File: config.mk
export PLATFORM = sky130hd
export DESIGN_NAME = mem_arbiter
export DESIGN_NICKNAME = d
export VERILOG_FILES = /design/src/rtl/mem_arbiter_pkg.sv /design/src/rtl/mem_arbiter.sv
export SDC_FILE = /design/constraint.sdc
export NUM_CORES = 1
export LEC_CHECK = 0
export ABC_AREA = 1
export CORE_MARGIN = 2
export CORE_UTILIZATION = 38
export CTS_CLUSTER_SIZE = 16
export DETAILED_ROUTE_END_ITERATION = 8
export PLACE_DENSITY = 0.83
export RECOVER_POWER = 100
export SLEW_MARGIN = 10
export SYNTH_ARGS = -nofsm -noshare
export SYNTH_HDL_FRONTEND = slang
export SYNTH_SLANG_ARGS = --single-unit
File: constraint.sdc
create_clock -name clk -period 1.4 [get_ports clk]
set_input_delay 0.35 -clock clk [delete_from_list [all_inputs] [get_ports clk]]
set_output_delay 0.35 -clock clk [all_outputs]
set_load 0.005 [all_outputs]
File: src/rtl/mem_arbiter_pkg.sv
// Shared definitions for the two-core memory arbiter: state encoding and default widths.
package mem_arbiter_pkg;

  localparam int ADDR_W_DEF = 32;
  localparam int DATA_W_DEF = 32;

  typedef enum logic [1:0] {
    IDLE  = 2'd0,
    ISSUE = 2'd1,
    RESP  = 2'd2
  } arb_state_e;

endpackage

File: src/rtl/mem_arbiter.sv
// Two-core round-robin arbiter in front of a synchronous-read shared memory.
// One access in flight at a time: IDLE (arbitrate) -> ISSUE (mem strobe) -> RESP (ack).
module mem_arbiter
  import mem_arbiter_pkg::*;
#(
  parameter int ADDR_W = ADDR_W_DEF,
  parameter int DATA_W = DATA_W_DEF
) (
  input  logic              clk,
  input  logic              rst,
  input  logic              req0,
  input  logic              we0,
  input  logic [ADDR_W-1:0] addr0,
  input  logic [DATA_W-1:0] wdata0,
  input  logic              req1,
  input  logic              we1,
  input  logic [ADDR_W-1:0] addr1,
  input  logic [DATA_W-1:0] wdata1,
  output logic              ack0,
  output logic [DATA_W-1:0] rdata0,
  output logic              ack1,
  output logic [DATA_W-1:0] rdata1,
  output logic              mem_en,
  output logic              mem_we,
  output logic [ADDR_W-1:0] mem_addr,
  output logic [DATA_W-1:0] mem_wdata,
  input  logic [DATA_W-1:0] mem_rdata
);

  arb_state_e        state_q, state_d;
  logic              last_grant_q, last_grant_d;
  logic              owner_q, owner_d;
  logic              we_q, we_d;
  logic [ADDR_W-1:0] addr_q, addr_d;
  logic [DATA_W-1:0] wdata_q, wdata_d;
  logic              gnt;

  // On a tie the core that did not win last time goes; a lone request always wins.
  assign gnt = (req0 & req1) ? ~last_grant_q : req1;

  always_ff @(posedge clk) begin
    if (!rst) begin
      state_q      <= IDLE;
      last_grant_q <= 1'b1;
      owner_q      <= 1'b0;
      we_q         <= 1'b0;
      addr_q       <= '0;
      wdata_q      <= '0;
    end else begin
      state_q      <= state_d;
      last_grant_q <= last_grant_d;
      owner_q      <= owner_d;
      we_q         <= we_d;
      addr_q       <= addr_d;
      wdata_q      <= wdata_d;
    end
  end

  always_comb begin
    state_d      = state_q;
    last_grant_d = last_grant_q;
    owner_d      = owner_q;
    we_d         = we_q;
    addr_d       = addr_q;
    wdata_d      = wdata_q;
    case (state_q)
      IDLE: begin
        if (req0 | req1) begin
          owner_d      = gnt;
          last_grant_d = gnt;
          we_d         = gnt ? we1    : we0;
          addr_d       = gnt ? addr1  : addr0;
          wdata_d      = gnt ? wdata1 : wdata0;
          state_d      = ISSUE;
        end
      end
      ISSUE:   state_d = RESP;
      RESP:    state_d = IDLE;
      default: state_d = IDLE;
    endcase
  end

  // Memory side is driven only from latched registers, never from core inputs.
  assign mem_en    = (state_q == ISSUE);
  assign mem_we    = mem_en ? we_q    : 1'b0;
  assign mem_addr  = mem_en ? addr_q  : '0;
  assign mem_wdata = mem_en ? wdata_q : '0;

  assign ack0   = (state_q == RESP) & ~owner_q;
  assign ack1   = (state_q == RESP) &  owner_q;
  assign rdata0 = ack0 ? mem_rdata : '0;
  assign rdata1 = ack1 ? mem_rdata : '0;

endmodule

==> out/results.ini <==
[run_status]
status=complete, but fails checks
violations=setup timing

[grt]
grt_max_degree=54
grt_antenna_before_repair=0
grtUsageTotal=0.247
grt_pass1_wl_mm=26.1
grt_pass1_vias=5304
grt-ovfl-total=0

[placed_design]
gp_congestion=0.824
dpl.hpwl_mm=12.2
port_buffers=297
place_ws_ns=-0.536
placed_cell_area_mm2=0.00790

[logic_synthesis]
synthCells=835
syn_area_mm2=0.00472
ys_ff_latch=69
ys_seq_area_frac=0.293
syn_nets=1001
postSynthAreaPerCell_um2=5.65
yosysWarnings=0
synth_cell_types=16

[timing]
setup_violations=197
fin_worst_skew_ns=0.0103
drv_slew=0
rsz0062_at_grt=yes
maxSlewHeadroom=0.759
fmax_mhz=529
period_share=1.35
period_needed_ns=1.89
finalHoldViolCount=0
fin_ws_ns=-0.490
tightest_slew_ns=0.358

[layout]
final_area_mm2=0.00906
final_cell_mix=181 x nand2_1, 163 x clkdlybuf4s50_1, 136 x nor2_1
final_common_cell=nand2_1
drive_above_1_share=0.316
nets=1302
antennaDiodeCount=0
nFillCells=951
areaGrowthSynthToFinish_pct=92.0

[floorplan]
die_x_um=115
core-area_mm2=0.0121
die_y_um=115
die-area_mm2=0.0133
initial_core_util=0.391
rows=40
ios=298

[worst_setup_path]
crit_path_start_kind=register
endpoint_kind=output port
crit_path_max_fanout=8
required_ns=1.05
cp.arrival_ns=1.54
crit_start=state_q[0]
r2r-start=state_q[0]
criticalPathCategory=reg -> out

[drt]
wirelength_mm=20.8
ant_nets=0
firstDrtPassIters=4
drc=0
drt_iter0_markers=334
wl_per_cell_um=15.9
vias=6249
viasPerCell=4.77

[cts]
cts.sink_count=69
cts_tree=done
cts_hold_buf=0
cts_root_buf=clkbuf_16
cts_buffers=9
clockBufferDepth=2
clk_pin_slew_worst_paths_ns=0.06
cts_max_level=3
clock_latency_ns=0.33

[job]
max-cap-violations=0

[pwr]
peakVddDrop_v=0.000704
cellPowerDensity_mw_per_mm2=839
leakage_nw=4.39

[min_path]
hold_class=in -> reg
min-delay-start=rst

final cells by class:
class / instances / area [um^2] / area share
clock inverter: 5 / 83.8 / 0.00925
sequential: 69 / 1390 / 0.153
inverter: 103 / 397 / 0.0438
tap: 168 / 210 / 0.0232
multi-input combinational: 600 / 3290 / 0.364
clock buffer: 11 / 243 / 0.0268
timing repair buffer: 353 / 3450 / 0.380
synth_stat cells (all sizes together):
library cell	instances	area (um^2)
a21boi	65	488
nand2	199	747
nor2	265	997
dfxtp	69	1380
o21ai	1	8.76
nand3	68	340
a21oi	1	5.00
inv	103	387
nand3b	1	7.51
clkbuf	24	90.1
buf	39	268
routing by layer:
layer	track usage	vias to the layer above	routed length [um]
li1	-	3100	-
met1	0.251	2798	7360
met2	0.455	279	10800
met3	0.0539	72	1470
met4	0.160	0	1200
met5	0	-	0
per-stage QoR:
step	hold slack [ns]	util	setup TNS (ns)	instances	power (mW)
after detailed placement	0.466	0.655	-70.83	1259	4.51
after floorplan	0.429	-	0	835	3.50
after global placement	0.458	0.655	-70.41	1259	4.46
final	0.492	0.751	-51.27	1309	7.60
after global routing	0.494	0.751	-63.36	1309	7.98
after CTS	0.477	0.671	-38.25	1291	7.06
path summary, 6_finish.rpt:
check	to	cells after the start	slack, ns
max	rdata0[22]	7	-0.49
min	addr_q[23]	4	0.49
min reg2reg	owner_q	2	0.51
max reg2reg	wdata_q[7]	11	-0.26
logic make-up after synthesis:
group | count (synthesis) | share of synthesized area
AND/OR/NAND/NOR | 533 | 0.443
buffers and inverters | 166 | 0.158
flip-flops | 69 | 0.293
AO/OA/AOI/OAI | 67 | 0.106
report_power, final:
group | internal [mW] | switching [mW] | leakage (nW) | total [mW]
Clock | 1.61 | 0.888 | 0.152 | 2.50
Combinational | 1.38 | 1.46 | 3.66 | 2.84
Sequential | 2.20 | 0.0668 | 0.575 | 2.26
critical path, cell delays in order (launching register included):
cell,delay (ns)
dfxtp_2,0.33
inv_4,0.09
nand3b_1,0.10
buf_6,0.14
buf_8,0.13
buf_16,0.16
nor2_4,0.11
buf_2,0.14
registers in the layout, summed over array words and instances, names as in the netlist:
| signal | flops |
|---|---|
| owner_q | 1 |
| we_q | 1 |
| last_grant_q | 1 |
| addr_q | 32 |
| state_q | 2 |
| wdata_q | 32 |
timing repair:
item / CTS / global route
cloned: 7 / 14
endpoints found under the setup margin: 132 / 197
setup buffers: 9 / 5
resized for setup: 599 / 191
pin swaps: 9 / 29
Power figures use the tool's default switching activity.
